**src/rtl/fifo_stream_drain_if.sv**
```systemverilog
// Valid/ready output stream of the FIFO drain.
// The drain drives the master side and the downstream consumer uses the slave side.
interface fifo_stream_drain_if #(
  parameter int FIFO_WIDTH = 16
);
  logic [FIFO_WIDTH-1:0] m_data;
  logic                  m_valid;
  logic                  m_ready;

  modport master (output m_data, output m_valid, input m_ready);
  modport slave  (input m_data, input m_valid, output m_ready);
endinterface

```
**src/rtl/fifo_stream_drain.sv**
```systemverilog
// Pops a synchronous FIFO into a 2-entry skid buffer and presents the words on a
// valid/ready stream, with a delivered-word counter and a sticky underflow flag.
module fifo_stream_drain #(
  parameter int FIFO_WIDTH = 16,
  parameter int CNT_WIDTH  = 16
) (
  input  logic                  clk,
  input  logic                  rst_n,
  input  logic                  enable,
  input  logic                  fifo_empty,
  input  logic                  fifo_underflow,
  input  logic [FIFO_WIDTH-1:0] fifo_data_out,
  output logic                  fifo_rd_en,
  fifo_stream_drain_if.master   m_stream,
  output logic [CNT_WIDTH-1:0]  word_count,
  output logic                  underflow_err
);

  logic [1:0]            occ;
  logic [1:0]            occ_nxt;
  logic                  inflight;
  logic [FIFO_WIDTH-1:0] head;
  logic [FIFO_WIDTH-1:0] head_nxt;
  logic [FIFO_WIDTH-1:0] tail;
  logic [FIFO_WIDTH-1:0] tail_nxt;
  logic                  valid;
  logic                  pop;
  logic                  capture;
  logic [2:0]            room_sum;

  assign valid   = (occ != 2'd0);
  assign pop     = valid & m_stream.m_ready;
  assign capture = inflight & ~fifo_underflow;

  // Counting the in-flight word and the current pop keeps the buffer from ever
  // exceeding two entries while still allowing one read per cycle when draining.
  assign room_sum   = {1'b0, occ} + {2'b00, inflight} - {2'b00, pop};
  assign fifo_rd_en = rst_n & enable & ~fifo_empty & (room_sum < 3'd2);

  assign m_stream.m_valid = valid;
  assign m_stream.m_data  = head;

  always_comb begin
    occ_nxt  = occ;
    head_nxt = head;
    tail_nxt = tail;
    case ({capture, pop})
      2'b10: begin
        occ_nxt = occ + 2'd1;
        if (occ == 2'd0) head_nxt = fifo_data_out;
        else             tail_nxt = fifo_data_out;
      end
      2'b11: begin
        if (occ == 2'd2) begin
          head_nxt = tail;
          tail_nxt = fifo_data_out;
        end else begin
          head_nxt = fifo_data_out;
        end
      end
      2'b01: begin
        occ_nxt = occ - 2'd1;
        if (occ == 2'd2) head_nxt = tail;
      end
      default: ;
    endcase
  end

  always_ff @(posedge clk or negedge rst_n) begin
    if (!rst_n) begin
      occ           <= 2'd0;
      inflight      <= 1'b0;
      head          <= '0;
      tail          <= '0;
      word_count    <= '0;
      underflow_err <= 1'b0;
    end else begin
      occ      <= occ_nxt;
      head     <= head_nxt;
      tail     <= tail_nxt;
      inflight <= fifo_rd_en;
      if (pop) word_count <= word_count + 1'b1;
      if (inflight && fifo_underflow) underflow_err <= 1'b1;
    end
  end

endmodule

```
**src/flat_wrapper.sv**
```systemverilog
// flat-port wrapper written by rule: the top's interface ports become plain ports
module fifo_stream_drain_flat 
#(
  parameter int FIFO_WIDTH = 16,
  parameter int CNT_WIDTH  = 16
)
  (clk, rst_n, enable, fifo_empty, fifo_underflow, fifo_data_out, fifo_rd_en, word_count, underflow_err, m_stream_m_data, m_stream_m_valid, m_stream_m_ready);
  fifo_stream_drain_if #(.FIFO_WIDTH(FIFO_WIDTH)) m_stream_i ();
  input  logic clk;
  input  logic rst_n;
  input  logic enable;
  input  logic fifo_empty;
  input  logic fifo_underflow;
  input  logic [FIFO_WIDTH-1:0] fifo_data_out;
  output logic fifo_rd_en;
  output logic [CNT_WIDTH-1:0] word_count;
  output logic underflow_err;
  output wire logic [$bits(m_stream_i.m_data)-1:0] m_stream_m_data;
  output wire logic [$bits(m_stream_i.m_valid)-1:0] m_stream_m_valid;
  input wire logic [$bits(m_stream_i.m_ready)-1:0] m_stream_m_ready;
  assign m_stream_m_data = m_stream_i.m_data;
  assign m_stream_m_valid = m_stream_i.m_valid;
  assign m_stream_i.m_ready = m_stream_m_ready;
  fifo_stream_drain #(.FIFO_WIDTH(FIFO_WIDTH), .CNT_WIDTH(CNT_WIDTH)) u_core (.clk(clk), .rst_n(rst_n), .enable(enable), .fifo_empty(fifo_empty), .fifo_underflow(fifo_underflow), .fifo_data_out(fifo_data_out), .fifo_rd_en(fifo_rd_en), .m_stream(m_stream_i), .word_count(word_count), .underflow_err(underflow_err));
endmodule
```
**config.mk**
```make
export PLATFORM = sky130hd
export DESIGN_NAME = fifo_stream_drain_flat
export DESIGN_NICKNAME = d
export VERILOG_FILES = /design/src/rtl/fifo_stream_drain_if.sv /design/src/rtl/fifo_stream_drain.sv /design/src/flat_wrapper.sv
export SDC_FILE = /design/constraint.sdc
export NUM_CORES = 1
export LEC_CHECK = 0
export CELL_PAD_IN_SITES_DETAIL_PLACEMENT = 0
export CELL_PAD_IN_SITES_GLOBAL_PLACEMENT = 1
export CORE_ASPECT_RATIO = 1.5
export CORE_UTILIZATION = 36
export CTS_CLUSTER_DIAMETER = 50
export CTS_CLUSTER_SIZE = 24
export DETAILED_ROUTE_END_ITERATION = 7
export GPL_TIMING_DRIVEN = 0
export PLACE_DENSITY_LB_ADDON = 0.1
export SLEW_MARGIN = 25
export SYNTH_ARGS = -nofsm -noshare
export SYNTH_HDL_FRONTEND = slang
export SYNTH_SLANG_ARGS = --single-unit
export TNS_END_PERCENT = 30
```
**constraint.sdc**
```tcl
create_clock -name clk -period 2.4 [get_ports clk]
set_input_delay 0.36 -clock clk [delete_from_list [all_inputs] [get_ports clk]]
set_output_delay 0.36 -clock clk [all_outputs]
set_load 0.01 [all_outputs]
```
After elaboration in Yosys (flattened, before gate mapping)

Index checks and enable logic that the tools add are counted.

Register bits: 52
Output and inout port bits: 35
Input bits: 22
Logic and storage cells: 43

Equal/unequal tests: 8
Bitwise operators: 7
Add/subtract/negate cells: 5
Multiplexer cells: 8
Order comparisons: 1
Reductions and logical operators: 8

Operator list:

| cell                                                                     | count |
|---|---|
| 16-bit two-way mux                                                       | 5 |
| 16-bit one-hot mux with 3 select lines                                   | 1 |
| 16-bit one-hot mux with 2 select lines                                   | 1 |
| 16-bit by 1-bit adder with 16-bit output (second input constant)         | 1 |
| 2-bit == test (second input constant)                                    | 3 |
| 2-bit by 1-bit inequality test with 1-bit output (second input constant) | 3 |
| 3-bit AND reduction                                                      | 2 |
| 2-bit nonzero test                                                       | 3 |
| 1-bit AND                                                                | 5 |
| 2-bit one-hot mux with 2 select lines                                    | 1 |
| 2-bit by 1-bit adder with 3-bit output                                   | 1 |
| 3-bit by 2-bit < comparator with 1-bit output (second input constant)    | 1 |
| 3-bit nonzero test                                                       | 1 |
| 3-bit by 1-bit subtractor with 3-bit output                              | 1 |
| 2-bit by 1-bit adder with 2-bit output (second input constant)           | 1 |
| 2-bit by 1-bit == test with 1-bit output (second input constant)         | 1 |
| 2-bit zero test                                                          | 1 |
| 2-bit inequality test (second input constant)                            | 1 |
| 1-bit inverter                                                           | 2 |
| 2-bit by 1-bit subtractor with 2-bit output (second input constant)      | 1 |
| 1-bit logical AND                                                        | 1 |

Depth between registers and ports, before layout

Gate-level depths: netlist (run 1).

Depth after elaboration: 5
Gate-level depth with buffers: 10
Gate-level depth less buffers: 8

Least setup slack after synthesis (run 1)

OpenSTA, ideal clock, no wires.

Path kind: flip-flop to output port
Start point: reg u_core.occ[1]
End point: out fifo_rd_en
Path slack: -0.085 ns
Buffers on the path: 1
Cell stages (with the launch flop): 10
Arrival: 2.125 ns
Data required time: 2.040 ns
Cells stage by stage: dfrtp_1 > buf_6 > or2_4 > nand2_4 > inv_4 > ha_1 > nand2b_1 > fa_1 > nand4b_1 > nor2_1

Word-level cells in the longest chain between the ends: 5
Elaborated cells on any way between the ends: 6
Those cells by class: add/sub: 2; order compare: 1; bitwise: 2; reduce/logical: 1

RTL lines:

| element                                       | line                    | text |
|---|---|---|
| from (decl)                                   | fifo_stream_drain.sv:19 | `logic [1:0] occ;` |
| from (signal assigned)                        | fifo_stream_drain.sv:78 | `occ <= occ_nxt;` |
| 2-bit nonzero test                            | fifo_stream_drain.sv:31 | `assign valid = (occ != 2'd0);` |
| net m_stream_m_valid                          | flat_wrapper.sv:19      | `output wire logic [$bits(m_stream_i.m_valid)-1:0] m_stream_m_valid;` |
| 1-bit AND                                     | fifo_stream_drain.sv:32 | `assign pop = valid & m_stream.m_ready;` |
| net u_core.pop                                | fifo_stream_drain.sv:27 | `logic pop;` |
| 3-bit by 1-bit subtractor with 3-bit output   | fifo_stream_drain.sv:37 | `assign room_sum = {1'b0, occ} + {2'b00, inflight} - {2'b00, pop};` |
| 3-bit by 2-bit < comparator with 1-bit output | fifo_stream_drain.sv:38 | `assign fifo_rd_en = rst_n & enable & ~fifo_empty & (room_sum < 3'd2);` |
| 1-bit AND                                     | fifo_stream_drain.sv:38 |  |
| to (decl)                                     | flat_wrapper.sv:15      | `output logic fifo_rd_en;` |

The timed path passes the listed nets, and every way through them passes these cells.

Worst setup path after layout (run 1)

Start point: reg u_core.occ[1]
End point: out fifo_rd_en

Word-level cells in the longest chain between the ends: 5
Elaborated cells on any way between the ends: 6
Those cells by class: add/sub: 2; order compare: 1; bitwise: 2; reduce/logical: 1

RTL lines:

| element                                       | line |
|---|---|
| 2-bit nonzero test                            | fifo_stream_drain.sv:31 |
| 1-bit AND                                     | fifo_stream_drain.sv:32 |
| net u_core.pop                                | fifo_stream_drain.sv:27 |
| 3-bit by 1-bit subtractor with 3-bit output   | fifo_stream_drain.sv:37 |
| 3-bit by 2-bit < comparator with 1-bit output | fifo_stream_drain.sv:38 |
| 1-bit AND                                     | fifo_stream_drain.sv:38 |

The timed path passes the listed nets, and every way through them passes these cells.

==> results_dict.tcl, run 1 <==
set metrics [dict create \
    critPathSlowestCell "fa_1" \
    swShare 0.3136 \
    first_pass_iters 4 \
    die_w_um 69.08 \
    antenna_found_initial 0 \
    rsz0062_at_grt "yes" \
    initial_core_util 0.3720 \
    grt_pass1_vias 1638 \
    numCtsBuffers 5 \
    ys.flop_type "dfrtp_1" \
    synth_compound_area_frac 0.07775 \
    avgSynthCellArea_um2 13.42 \
    rows 36 \
    antenna_cells 0 \
    start_kind "flip-flop" \
    power_density_mw_per_mm2 1068 \
    die_h_um 102.6 \
    grt_pass1_wl_mm 8.066 \
    clkPwrFrac 0.146 \
    layout.nets 284 \
    worst_slew_margin_rel 0.6347 \
    synth_seq_cells 52 \
    drc 0 \
    synth_top_family_by_area "multiplexers" \
    fin_ws_ns -0.2413 \
    synth.net_count 210 \
    pwr-share-seq 0.399 \
    cts_tree "done" \
    cp_cell_sequence "or2_4, nand2_4, inv_8, ha_4, nand2b_4, fa_1, nand4b_1, nor2_2, buf_2" \
    worstMarginPinSlew_ns 0.5429 \
    ios 57 \
    period_needed_ns 2.641 \
    ant_nets 0 \
    min_path_type "in2async" \
    n_fill_cell 579 \
    skew_ns 0.006342 \
    cts_root_buffer "clkbuf_8" \
    port_buffers 56 \
    globalplace.congestion 0.6650 \
    finalCritPeriodShare 1.101 \
    design.core.area_mm2 0.006531 \
    yosysTopAreaCell "dfrtp_1" \
    fin_setup_tns_ns -0.2413 \
    routedWlPerCell_um 14.38 \
    drv_cap 0 \
    power_leakage_nw 1.492 \
    yosys.area_share.simple 0.08445 \
    status "finished, violations left" \
    hold_viol 0 \
    synth_cells 181 \
    cts.sinks 52 \
    cp_data_arrival_time_ns 2.28 \
    area.growth.synth_to_final_pct 36.66 \
    final_cell_mix "clkdlybuf4s50_1 (54), dfrtp_1 (51), mux2_2 (22), a22o_1 (16), buf_4 (13)" \
    ys_async_sr_fraction 1.000 \
    p_comb_frac 0.455 \
    grt_start_max_net_pins 45 \
    path_class "reg2out" \
    place_area_mm2 0.003136 \
    die-area_mm2 0.007089 \
    fin_area_mm2 0.003321 \
    final_layout_size_suffix_gt1_frac 0.2695 \
    htreeDepth 2 \
    synth_edf_count 0 \
    cp-end-kind "output pin" \
    place_hpwl_mm 3.224 \
    slowest_delay_ns 0.51 \
    grt_overflow 0 \
    power.switching_mw 1.112 \
    layout_commonest_cell "clkdlybuf4s50_1" \
    drt-total-wl_mm 4.774 \
    cp_data_required_time_ns 2.04 \
    insertion_delay_ns 0.30 \
    yosysWarnings 0 \
    setup_viol 1 \
    slew_viol_final 0 \
    num_vias 1628 \
    synth-xor-area-share 0.06849 \
    synth.top_cell.area_share 0.5355 \
    synth_seq_area_share 0.5355 \
    synth_area_mm2 0.002430 \
    synth_fa_ha_area_frac 0.03913 \
    clk_pin_slew_worst_paths_ns 0.09 \
    crit_path_max_fanout 2 \
    fmaxAchievable_ghz 0.3786 \
    clockBufferDepth 2 \
    violations "setup timing" \
    vdd_ir_drop_max_mv 0.4934 \
    drtIter0Drc 36 \
    fin_util 0.5084 \
    viasPerCell 4.904 \
    yosys-top-cells-area "dfrtp_1 (54%), mux2_2 (10%), mux2_4 (6.2%)" \
    synth.mux.area_fraction 0.1679 \
    synth_cell_type_count 33 \
    p_int_mw 2.434 \
    gr-usage-all-layers 0.1451 \
]
-- logic make-up after synthesis --
family | Yosys count
compound gates | 22
xor+xnor | 19
fa+ha+maj | 7
buf+inv | 10
flops | 52
mux | 33
simple gates | 38
-- power by group through the flow --
stage	Combinational, mW	Clock [mW]	Sequential [mW]
floorplan	0.888	0	1.48
global placement	1.53	0	1.43
detailed placement	1.55	0	1.43
CTS	1.64	0.550	1.42
global route	1.75	0.576	1.46
finish	1.61	0.516	1.41
-- per-stage QoR --
step | hold slack (ns) | total power [mW] | cells | worst slack, ns
finish | 0.05753 | 3.546 | 332 | -0.2413
global route | 0.06773 | 3.791 | 332 | -0.3456
global placement | 0.4419 | 2.960 | 313 | -1.631
CTS | 0.05876 | 3.610 | 331 | -0.3796
floorplan | 0.06441 | 2.373 | 181 | 0.04625
detailed placement | 0.2092 | 2.986 | 314 | -0.6459
-- cell type report --
type	count	area [um2]	share of cell area
Clock inverter	1	7.507	0.002261
Sequential cell	52	1303	0.3922
Inverter	4	22.52	0.006782
Tap cell	76	95.09	0.02864
Buffer	4	35.03	0.01055
Timing Repair Buffer	69	673.1	0.2027
Clock buffer	7	86.33	0.02600
Multi-Input combinational cell	119	1099	0.3308
-- synthesized netlist by cell type, types with 2 or more instances --
cell type and instances:
xor2_1 8, inv_1 3, nor2_1 5, nand3_1 4, nand2b_1 2, a21oi_1 2, mux2_4 10, nor4_1 2
dfrtp_1 52, nand4_1 3, and4_1 2, nand2_1 12, xnor2_1 11, a22o_1 16, ha_1 6, buf_6 2
nor2b_1 2, buf_4 2, buf_2 2, mux2_2 22
-- sequential cells by signal (all words and copies together) (netlist names) --
register                cells
u_core.inflight             1
u_core.m_stream.m_data     16
u_core.occ                  2
u_core.tail                16
u_core.underflow_err        1
u_core.word_count          16
-- timing repair --
action	in CTS	in global routing
buffers inserted	9	2
pin swaps	4	5
endpoints found under the setup margin	21	19
gates resized for setup	10	0
hold buffers	1	0
endpoints found under the hold margin	8	0
-- critical path: cells and delay by family (launching register included) --
| family | cells | cell delay [ns] |
|---|---|---|
| fa+ha+maj | 2 | 0.70 |
| flops | 1 | 0.40 |
| simple gates | 5 | 0.71 |
| buf+inv | 2 | 0.17 |
-- layer usage --
| metal | routed length, um | track usage | up-vias |
|---|---|---|---|
| met4 | 76 | 0.05651 | 0 |
| met3 | 159 | 0.02639 | 6 |
| li1 | - | - | 787 |
| met1 | 2153 | 0.1806 | 796 |
| met5 | 0 | 0 | - |
| met2 | 2384 | 0.2509 | 39 |
-- final timing paths --
path                                             startpoint                           endpoint  slack (ns)  cells past startpoint
min reg2reg                u_core.underflow_err$_DFFE_PN0P_   u_core.underflow_err$_DFFE_PN0P_        0.46                      1
max                               u_core.occ[1]$_DFFE_PN0P_                         fifo_rd_en       -0.24                      9
max reg2reg                       u_core.occ[1]$_DFFE_PN0P_          u_core.inflight$_DFF_PN0_        0.07                     12
min                                                   rst_n  u_core.word_count[13]$_DFFE_PN0P_        0.06                      2
min in group clk           u_core.underflow_err$_DFFE_PN0P_   u_core.underflow_err$_DFFE_PN0P_        0.46                      1
max in group asynchronous                             rst_n          u_core.inflight$_DFF_PN0_        1.56                      2
No activity file was read; power rests on OpenSTA's default activity.
==> run 2: changes to the inputs <==
--- a/config.mk
+++ b/config.mk
@@ -13,7 +13,7 @@
 export CTS_CLUSTER_SIZE = 24
 export DETAILED_ROUTE_END_ITERATION = 7
 export GPL_TIMING_DRIVEN = 0
-export PLACE_DENSITY_LB_ADDON = 0.1
+export PLACE_DENSITY = 0.87
 export SLEW_MARGIN = 25
 export SYNTH_ARGS = -nofsm -noshare
 export SYNTH_HDL_FRONTEND = slang
==> run 2 against run 1 <==
The flow still finishes with violations (setup timing). Routed wire length fell by 0.36%. Total power rose by 4.2%. Flip-flop and latch count did not move. Critical path depth did not move. Via count fell by 0.55%. Critical path type unchanged.
==> results_dict.tcl, run 2 (synthesis results as in run 1) <==
set metrics [dict create \
    clockBufferDepth 2 \
    pwr-share-seq 0.387 \
    cp-end-kind "output pin" \
    first_pass_iters 4 \
    p_int_mw 2.539 \
    fmaxAchievable_ghz 0.3759 \
    worst_slew_margin_rel 0.5604 \
    r2r_cells 8 \
    path_class "reg2out" \
    status "finished, violations left" \
    power_leakage_nw 1.477 \
    skew_ns 0.01294 \
    clkPwrFrac 0.164 \
    register_area_mm2 0.001303 \
    fin_util 0.5103 \
    design.core.area_mm2 0.006531 \
    crit_path_max_fanout 2 \
    rsz0062_at_grt "yes" \
    numCtsBuffers 5 \
    area.growth.synth_to_final_pct 37.18 \
    die_w_um 69.08 \
    multi_input_area_mm2 0.001131 \
    grt_overflow 0 \
    power.switching_mw 1.155 \
    cp_data_arrival_time_ns 2.30 \
    insertion_delay_ns 0.31 \
    globalplace.congestion 0.6973 \
    cts_tree "done" \
    setup_viol 1 \
    drt-total-wl_mm 4.757 \
    num_vias 1619 \
    initial_core_util 0.3720 \
    die_h_um 102.6 \
    antenna_cells 0 \
    n_fill_cell 569 \
    slew_viol_final 0 \
    layout.nets 280 \
    viasPerCell 4.936 \
    ios 57 \
    cts_root_buffer "clkbuf_8" \
    die-area_mm2 0.007089 \
    rows 36 \
    worstMarginPinSlew_ns 0.6594 \
    final_cell_mix "clkdlybuf4s50_1 (54), dfrtp_1 (51), mux2_2 (22), a22o_1 (16), nand2_1 (12)" \
    grt_pass1_wl_mm 8.031 \
    p_comb_frac 0.449 \
    min_path_type "in2async" \
    htreeDepth 2 \
    cp_data_required_time_ns 2.04 \
    routedWlPerCell_um 14.50 \
    hold_viol 0 \
    antenna_found_initial 0 \
    fin_ws_ns -0.2605 \
    drtIter0Drc 112 \
    final_layout_size_suffix_gt1_frac 0.2778 \
    start_kind "flip-flop" \
    power_density_mw_per_mm2 1108 \
    pre_cts_slack_ns -0.7091 \
    grt_pass1_vias 1743 \
    ant_nets 0 \
    port_buffers 56 \
    grt_start_max_net_pins 54 \
    drv_cap 0 \
    clk_pin_slew_worst_paths_ns 0.10 \
    finalCritPeriodShare 1.109 \
    place_hpwl_mm 3.303 \
    vdd_ir_drop_max_mv 0.4186 \
    layout_commonest_cell "clkdlybuf4s50_1" \
    drc 0 \
    violations "setup timing" \
    cts.sinks 52 \
    swShare 0.3127 \
    period_needed_ns 2.661 \
    gr-usage-all-layers 0.1423 \
]
## run 2: power groups by stage
stage               combinational, mW  clock, mW  sequential [mW]
finish                           1.66      0.606             1.43
global route                     1.80      0.656             1.47
CTS                              1.63      0.624             1.43
detailed placement               1.54          0             1.45
global placement                 1.52          0             1.43
floorplan                       0.888          0             1.48
## run 2: area by class of cell
type | count | area share
tap | 76 | 0.02853
multi-input combinational | 119 | 0.3393
sequential | 52 | 0.3908
clock inverter | 2 | 0.01164
inverter | 4 | 0.006757
timing repair buffer | 65 | 0.1873
buffer | 4 | 0.01389
clock buffer | 6 | 0.02177
## run 2: critical path: stages (launching register included)
cell      delay (ns)
dfrtp_2         0.42
or2_4           0.26
nand2_4         0.09
inv_8           0.04
ha_4            0.19
nand2b_4        0.13
fa_1            0.48
nand4b_1        0.11
nor2_2          0.13
buf_2           0.14
## run 2: what timing repair did
item,4_1_cts,5_1_grt
buffers inserted,8,2
pin swaps,7,5
endpoints found under the setup margin,11,27
gates resized for setup,9,13
hold buffers,0,0
## run 2: layer usage
layer	track usage	vias to the layer above	share of wire
met5	0	-	0
met4	0.06907	0	0.018
met3	0.02248	7	0.025
met2	0.2599	33	0.54
met1	0.1627	802	0.42
li1	-	777	-
## run 2: stage by stage
stage | instance area, um2 | instances | TNS (ns) | total power [mW] | hold slack [ns]
after floorplan | 2455 | 181 | 0 | 2.373 | 0.06441
after global placement | 3110 | 313 | -39.72 | 2.950 | 0.4421
after detailed placement | 3108 | 313 | -5.666 | 2.992 | 0.4444
after CTS | 3287 | 328 | -0.4109 | 3.690 | 0.1060
after global routing | 3333 | 328 | -0.3637 | 3.931 | 0.1390
final | 3333 | 328 | -0.2605 | 3.694 | 0.09038
## run 2: path summary, 6_finish.rpt
| path | from | to | slack, ns |
|---|---|---|---|
| max reg2reg | u_core.occ[0]$_DFFE_PN0P_ | u_core.tail[10]$_DFFE_PN0P_ | 0.17 |
| min | rst_n | u_core.tail[14]$_DFFE_PN0P_ | 0.09 |
| max | u_core.occ[0]$_DFFE_PN0P_ | fifo_rd_en | -0.26 |
| max in group asynchronous | rst_n | u_core.occ[0]$_DFFE_PN0P_ | 1.85 |
| min reg2reg | u_core.word_count[15]$_DFFE_PN0P_ | u_core.word_count[15]$_DFFE_PN0P_ | 0.47 |
| min in group clk | u_core.word_count[15]$_DFFE_PN0P_ | u_core.word_count[15]$_DFFE_PN0P_ | 0.47 |
